--- config.mk ---
export PLATFORM = sky130hd
export DESIGN_NAME = solution_stepper
export DESIGN_NICKNAME = d
export VERILOG_FILES = /design/src/rtl/solution_stepper.sv
export SDC_FILE = /design/constraint.sdc
export NUM_CORES = 1
export LEC_CHECK = 0
export CAP_MARGIN = 20
export CORE_ASPECT_RATIO = 1.4
export CORE_MARGIN = 4
export CORE_UTILIZATION = 50
export DETAILED_ROUTE_END_ITERATION = 8
export DONT_BUFFER_PORTS = 1
export PLACE_DENSITY_LB_ADDON = 0.12
export REMOVE_ABC_BUFFERS = 1
export SLEW_MARGIN = 15
export SYNTH_ARGS = -nofsm -noshare
export SYNTH_HDL_FRONTEND = slang
export SYNTH_SLANG_ARGS = --single-unit
--- constraint.sdc ---
create_clock -name clk -period 14.4 [get_ports clk]
set_clock_uncertainty 0.15 [all_clocks]
set_input_delay 1.44 -clock clk [delete_from_list [all_inputs] [get_ports clk]]
set_output_delay 1.44 -clock clk [all_outputs]
set_load 0.05 [all_outputs]
--- src/rtl/solution_stepper.sv ---
// Steps a solved 8-puzzle board one move per debounced button press.
// Latches the start board and move list on solve_done, finds the blank, then applies moves.
module solution_stepper #(
  parameter int MAX_STEPS  = 16,
  parameter int DEB_CYCLES = 4,
  parameter int CNT_W      = 5
) (
  input  logic                   clk,
  input  logic                   rst_n,
  input  logic                   btn,
  input  logic                   solve_done,
  input  logic [35:0]            init_board,
  input  logic [2*MAX_STEPS-1:0] moves,
  input  logic [CNT_W-1:0]       move_count,
  output logic [35:0]            board,
  output logic [3:0]             blank_pos,
  output logic [CNT_W-1:0]       step,
  output logic                   busy,
  output logic                   finished,
  output logic                   error
);

  localparam int DEB_W = $clog2(DEB_CYCLES + 1);

  localparam logic [2:0] S_IDLE  = 3'd0;
  localparam logic [2:0] S_LOAD  = 3'd1;
  localparam logic [2:0] S_SCAN  = 3'd2;
  localparam logic [2:0] S_READY = 3'd3;
  localparam logic [2:0] S_APPLY = 3'd4;
  localparam logic [2:0] S_DONE  = 3'd5;
  localparam logic [2:0] S_ERR   = 3'd6;

  logic                   sync1_reg, sync2_reg;
  logic [DEB_W-1:0]       deb_cnt_reg;
  logic                   level_reg;
  logic                   press_reg;

  logic [2:0]             state_reg;
  logic [35:0]            board_reg;
  logic [2*MAX_STEPS-1:0] moves_reg;
  logic [CNT_W-1:0]       count_reg;
  logic [CNT_W-1:0]       step_reg;
  logic [3:0]             blank_pos_reg;
  logic [3:0]             scan_idx_reg;
  logic [1:0]             blank_cnt_reg;

  logic [1:0]             blank_cnt_next;
  logic [1:0]             move_dir;
  logic                   legal;
  logic [3:0]             target;
  logic [3:0]             col;
  logic [3:0]             target_cell;

  // Debounce: the accepted level flips only after DEB_CYCLES consecutive disagreeing samples.
  always_ff @(posedge clk) begin
    if (!rst_n) begin
      sync1_reg   <= 1'b0;
      sync2_reg   <= 1'b0;
      deb_cnt_reg <= '0;
      level_reg   <= 1'b0;
      press_reg   <= 1'b0;
    end else begin
      sync1_reg <= btn;
      sync2_reg <= sync1_reg;
      press_reg <= 1'b0;
      if (sync2_reg != level_reg) begin
        if (deb_cnt_reg == DEB_W'(DEB_CYCLES - 1)) begin
          deb_cnt_reg <= '0;
          level_reg   <= ~level_reg;
          press_reg   <= ~level_reg;
        end else begin
          deb_cnt_reg <= deb_cnt_reg + DEB_W'(1);
        end
      end else begin
        deb_cnt_reg <= '0;
      end
    end
  end

  always_comb begin
    blank_cnt_next = blank_cnt_reg;
    if (board_reg[4*int'(scan_idx_reg) +: 4] == 4'd0 && blank_cnt_reg != 2'd2)
      blank_cnt_next = blank_cnt_reg + 2'd1;

    move_dir    = moves_reg[2*int'(step_reg) +: 2];
    col         = blank_pos_reg % 4'd3;
    legal       = 1'b0;
    target      = blank_pos_reg;
    case (move_dir)
      2'd0: begin legal = (blank_pos_reg >= 4'd3); target = blank_pos_reg - 4'd3; end
      2'd1: begin legal = (blank_pos_reg <= 4'd5); target = blank_pos_reg + 4'd3; end
      2'd2: begin legal = (col != 4'd0);           target = blank_pos_reg - 4'd1; end
      default: begin legal = (col != 4'd2);        target = blank_pos_reg + 4'd1; end
    endcase
    target_cell = legal ? board_reg[4*int'(target) +: 4] : 4'd0;
  end

  always_ff @(posedge clk) begin
    if (!rst_n) begin
      state_reg     <= S_IDLE;
      board_reg     <= '0;
      moves_reg     <= '0;
      count_reg     <= '0;
      step_reg      <= '0;
      blank_pos_reg <= '0;
      scan_idx_reg  <= '0;
      blank_cnt_reg <= '0;
    end else begin
      case (state_reg)
        S_IDLE: if (solve_done) begin
          board_reg <= init_board;
          moves_reg <= moves;
          count_reg <= move_count;
          step_reg  <= '0;
          state_reg <= S_LOAD;
        end
        S_LOAD: begin
          scan_idx_reg  <= '0;
          blank_cnt_reg <= '0;
          state_reg     <= (count_reg > CNT_W'(MAX_STEPS)) ? S_ERR : S_SCAN;
        end
        S_SCAN: begin
          blank_cnt_reg <= blank_cnt_next;
          if (board_reg[4*int'(scan_idx_reg) +: 4] == 4'd0)
            blank_pos_reg <= scan_idx_reg;
          scan_idx_reg <= scan_idx_reg + 4'd1;
          if (scan_idx_reg == 4'd8) begin
            if (blank_cnt_next != 2'd1)       state_reg <= S_ERR;
            else if (count_reg == '0)         state_reg <= S_DONE;
            else                              state_reg <= S_READY;
          end
        end
        S_READY: if (press_reg) state_reg <= S_APPLY;
        S_APPLY: begin
          if (legal) begin
            board_reg[4*int'(blank_pos_reg) +: 4] <= target_cell;
            board_reg[4*int'(target) +: 4]        <= 4'd0;
            blank_pos_reg <= target;
            step_reg      <= step_reg + CNT_W'(1);
            state_reg     <= (step_reg + CNT_W'(1) == count_reg) ? S_DONE : S_READY;
          end else begin
            state_reg <= S_ERR;
          end
        end
        default: state_reg <= state_reg;
      endcase
    end
  end

  assign board     = board_reg;
  assign blank_pos = blank_pos_reg;
  assign step      = step_reg;
  assign busy      = (state_reg == S_LOAD) || (state_reg == S_SCAN) || (state_reg == S_APPLY);
  assign finished  = (state_reg == S_DONE);
  assign error     = (state_reg == S_ERR);

endmodule

# Word-level counts from Yosys, hierarchy flattened
# Index checks and enable logic that the tools add are counted.
# W data, S select, Z words.
# word_totals
register_bits	98
latchBits	0
ram_bits	0
rom_bits	0
inputBits	77
n_memories	0
# classes
add_sub_neg	10
multipliers	0
div_mod_pow	1
magnitude_cmp	3
eq_ne	20
shifts	7
mux	26
bitwise	3
n_reduce_logical	19
# op_table
cell	n
$bwmux W36	2
$mux W36	2
$pmux W36 S2	1
$shift A4 B33 Y36 const A	2
$shiftx A36 B7 Y4	2
$neg A6 Y33	2
$shiftx A4 B33 Y36	1
$shiftx A4 B33 Y36 const A	1
$shiftx A32 B7 Y2	1
$mux W3	8
$pmux W4 S2	2
$pmux W3 S5	1
$mux W4	3
$ne A2 B2 Y1 const B	6
$pmux W4 S3	1
$mux W5	2
$pmux W5 S2	1
$eq A3 B2 Y1 const B	3
$eq A3 B3 Y1 const B	3
$reduce_and A3 Y1	3
$add A4 B1 Y4 const B	2
$reduce_bool A2 Y1	3
$add A5 B1 Y5 const B	1
$eq A5 B5 Y1	1
other kinds (31)	35

# Longest topological paths before layout
# logic_depth
depth_word	10
mapped_depth	21
mapped_depth_nobuf	20

# Worst setup path after synthesis
# OpenSTA, ideal clock, no wires.
# synth_path
path_type	register to register
start	register step_reg[0], in the netlist step[0]
end	register board_reg[28], in the netlist board[28]
setup_time_ps	91
arrival_time_ps	5226
required_time_ps	14159
setup_slack_ps	8934
stages_incl_launch_ff	20
cell_sequence	dfxtp_1 -> buf_1 -> mux4_2 -> nor2b_1 -> a211oi_1 -> a211oi_1 -> ha_1 -> inv_1 -> ha_1 -> a21oi_1 -> or4_1 -> o211ai_1 -> xnor2_1 -> inv_2 -> ha_1 -> nand2b_1 -> or3_1 -> o221ai_1 -> a21oi_1 -> a311oi_1
# synth_via
elab_chain_cells	10
# synth_lines
item	line	text
start: declaration	42	logic [CNT_W-1:0] step_reg;
start signal: assignment	139	step_reg <= step_reg + CNT_W'(1);
$shiftx A32 B7 Y2 (*)	85	move_dir = moves_reg[2*int'(step_reg) +: 2];
$eq A2 B2 Y1, or another cell as far along	89	case (move_dir)
$pmux W4 S3	89	
$shiftx A36 B7 Y4	95	target_cell = legal ? board_reg[4*int'(target) +: 4] : 4'd0;
$mux W4	95	
$shiftx A4 B33 Y36	136	board_reg[4*int'(blank_pos_reg) +: 4] <= target_cell;
$bwmux W36	136	
$bwmux W36	137	board_reg[4*int'(target) +: 4] <= 4'd0;
$mux W36	135	if (legal) begin
$pmux W36 S2	109	case (state_reg)
end signal: assignment	111	board_reg <= init_board;
end signal: indexed assignment	136	
end: declaration	39	logic [35:0] board_reg;
# Every way passes the cells marked *; elsewhere a longest branch is shown, timed or not. The select of a mux whose other input is x is not followed.
# A chain may end at the register's enable or synchronous reset.

# Worst setup path after layout
# layout_path
start	register step_reg[1], in the netlist step[1]
end	register board_reg[30], in the netlist board[30]
# The elaborated chain is that of the path after synthesis.

==> results.rst <==
.. list-table::
   :header-rows: 1

   * - Metric
     - Value
   * - Root Driver
     - clkbuf_16
   * - Status
     - completed
   * - Crit path capture type
     - register
   * - Required time at the endpoint of the critical path
     - 14,510 ps
   * - Total Routing Usage GR
     - 25.5%
   * - Clock latency on the worst-skew pair
     - 360 ps
   * - TritonCTS Sinks
     - 98
   * - Total of hold buffers inserted after clock tree synthesis
     - 0
   * - Count of input and output buffers
     - 0
   * - Wire length of the first global-routing pass
     - 28,600 microns
   * - Distinct cells, synth
     - 71
   * - Detailed-route via count
     - 5,680
   * - FF-to-FF Start
     - step[1]
   * - Htree depth
     - 3
   * - Leakage
     - 2.33 nW
   * - Worst path most repeated cell
     - ha_1
   * - Global-route congestion overflow total
     - 0
   * - Arrival time worst endpoint
     - 5800 ps
   * - Max-slew headroom at the worst pin
     - 34.6%
   * - Routed wire per std cell
     - 21.0 microns
   * - Pin count of the biggest net entering global routing
     - 87
   * - Worst Path Class, Setup
     - register to register
   * - Measured slew at the worst slew-check pin
     - 980 ps
   * - Post-cts repair resize count
     - 0
   * - I/O pin count
     - 125
   * - Finish-stage setup viols
     - 0
   * - Via count of the first global-routing pass
     - 5,453
   * - Count of pins over their slew limit
     - 0
   * - Number of flip-flops in the largest register
     - 36
   * - Fraction of registers with async set/reset
     - 0%
   * - Cells on Worst Hold Path
     - 1
   * - Total number of nets in the final design
     - 823
   * - Library cell contributing the largest single delay on the critical path
     - dfxtp_1
   * - Worst Path Buf+Inv
     - 2
   * - Share of the synthesized area in the top cell type
     - 31.9%
   * - Area of all placed cells without fillers
     - 6530 sq um
   * - Rows
     - 47
   * - Initial core utilization
     - 51.6%
   * - FF+latch count, synth
     - 98
   * - Gate count of the mapped netlist
     - 752
   * - TritonCTS clock tree
     - done
   * - Core area
     - 11,900 sq um
   * - CTS clk-pin slew, worst paths
     - 70 ps
   * - Average size of a mapped cell
     - 8.19 sq um
   * - Most common cell after layout, fill and taps aside
     - nand2_1
   * - Peak fanout along the critical path
     - 12
   * - Main flop type after synthesis
     - dfxtp_1
   * - Seq/Total Area, Yosys
     - 31.9%
   * - Largest delay contributor family on the critical path
     - compound AO/OA/AOI/OAI gates
   * - DP Wirelength
     - 13,200 microns
   * - Unrepaired setup endpoints after global routing
     - no
   * - Yosys warning total
     - 0
   * - Area Overhead vs Synth
     - 6.05%
   * - Synth Cell Area
     - 6160 sq um
   * - Number of antenna violations at the first check in global routing
     - 4
   * - Placer's final routability congestion estimate
     - 0.915
   * - Number of cells traversed by the worst register-to-register path
     - 18
   * - Detailed-router iteration count before antenna repair
     - 5
   * - Leading area contributor after synthesis
     - dfxtp_1
   * - Placed inst area
     - 6190 sq um
   * - Post-CTS setup repair buffer count
     - 0
   * - Remaining DRCs
     - 0
   * - Ratio of cells with drive above 1 in the final layout
     - 9.48%
   * - Setup crit start kind
     - register
   * - Delay of the slowest critical-path stage
     - 960 ps
   * - Number of nets with antenna violations after routing
     - 0
   * - Top library cells by usage in the layout, fill and taps aside
     - nand2_1 (129), dfxtp_1 (98), a21oi_1 (80)
   * - Sum of negative setup slack
     - 0 ps
   * - Reg2Reg Setup Slack
     - 8710 ps
   * - Class of the most critical hold timing path
     - register to register
   * - Buffer depth of the longest clock path
     - 2
   * - Number of flops mapped to enable cells by yosys
     - 0
   * - Post-layout minimum cycle time
     - 5690 ps
   * - Horiz. Die Dim
     - 102 microns
   * - Top cells by area in the synthesized netlist
     - dfxtp_1 (32%), nand2_1 (7.9%), a21oi_1 (6.5%)
   * - Number of clock buffers inserted by TritonCTS
     - 9
   * - Chain of cells forming the critical path
     - mux4_2 -> nor2b_1 -> a211oi_1 -> a211oi_1 -> ha_1 -> inv_1 -> ha_1 -> a21oi_1 -> or4_1 -> o211ai_1 -> xnor2_1 -> inv_2 -> ha_1 -> nand2b_1 -> or3_1 -> o221ai_1 -> a21oi_1 -> a311oi_1
   * - R2r endpoint
     - board[30]
   * - Source of the worst hold timing path
     - deb_cnt_reg[0]
   * - Highest clock frequency the design can meet
     - 176 MHz
   * - Die span in y
     - 139 microns
   * - Period utilisation layout
     - 39.5%
   * - Max-cap violations
     - 0
   * - Hold EP
     - deb_cnt_reg[0]
   * - Number of hold violations in the final report
     - 0
   * - Detailed-route wire length
     - 18,400 microns
   * - Total power per unit cell area
     - 128 nW/um^2
   * - Number of inserted filler cells in the final layout
     - 1,134
   * - DIE AREA
     - 14,200 sq um
   * - Via count normalized by instance count
     - 6.48
   * - Initial DRC count
     - 379
   * - Worst-case vdd ir drop
     - 0.0000790 V
## synth_stat cells (8+ instances only)
library cell,n
and2_1,11
a211oi_1,24
a311oi_1,16
a22oi_1,9
o21ai_0,34
nor4_1,10
nand2_1,129
clkbuf_1,35
nor2b_1,10
ha_1,22
mux2i_1,16
a221oi_1,9
inv_1,26
nor2_1,39
nand3_1,15
dfxtp_1,98
mux4_2,17
and3_1,8
or3_1,8
xnor2_1,12
nand2b_1,12
a21oi_1,80
## final cells by class
class | instances | area (sq um) | area share [%]
Tap cell | 147 | 184 | 2.82
Clock inverter | 7 | 93.8 | 1.44
Multi-Input combinational cell | 573 | 3850 | 59.0
Sequential cell | 98 | 1960 | 30.0
Inverter | 31 | 116 | 1.78
Antenna cell | 2 | 5.00 | 0.0766
Timing Repair Buffer | 10 | 95.1 | 1.46
Clock buffer | 9 | 225 | 3.45
## per-layer routing
metal	wire (microns)	up-vias	GRT usage, %	share of wire, %
met5	21	-	0	0.11
met4	516	4	8.96	2.8
met3	1600	44	7.81	8.7
met2	9050	259	42.6	49
met1	7240	2677	30.5	39
li1	-	2696	-	-
## worst max path at each step
stage	start	to	slack (ps)	cells after the start
global placement	step[0]	board[30]	8570	18
finish	step[1]	board[30]	8710	18
floorplan	step[0]	board[28]	9050	18
global route	step[0]	board[30]	8240	19
detailed placement	step[0]	board[29]	8770	18
CTS	step[0]	board[29]	8740	18
## kinds of logic after synthesis
logic type,after synthesis,synth area share (%)
simple gates,272,21.3
compound gates,225,24.3
flops,98,31.9
buf+inv,81,5.79
mux,39,9.95
fa+ha+maj,23,4.79
xor+xnor,14,1.99
## power breakdown
part           internal [mW]  leakage, nW  switching [mW]
combinational         0.0831         1.37           0.115
sequential             0.297        0.804          0.0844
clock                  0.140        0.158           0.116
total                  0.520         2.33           0.315
## per-stage QoR
stage	setup WS [ps]	std cells	power, mW	utilization (%)	hold slack [ps]
floorplan	9050	702	0.526	-	249
global placement	8570	857	0.575	51.7	257
detailed placement	8770	858	0.581	51.8	269
CTS	8740	874	0.837	54.5	279
global route	8240	877	0.874	54.7	290
finish	8710	877	0.835	54.7	272
Power figures use the tool's default switching activity.
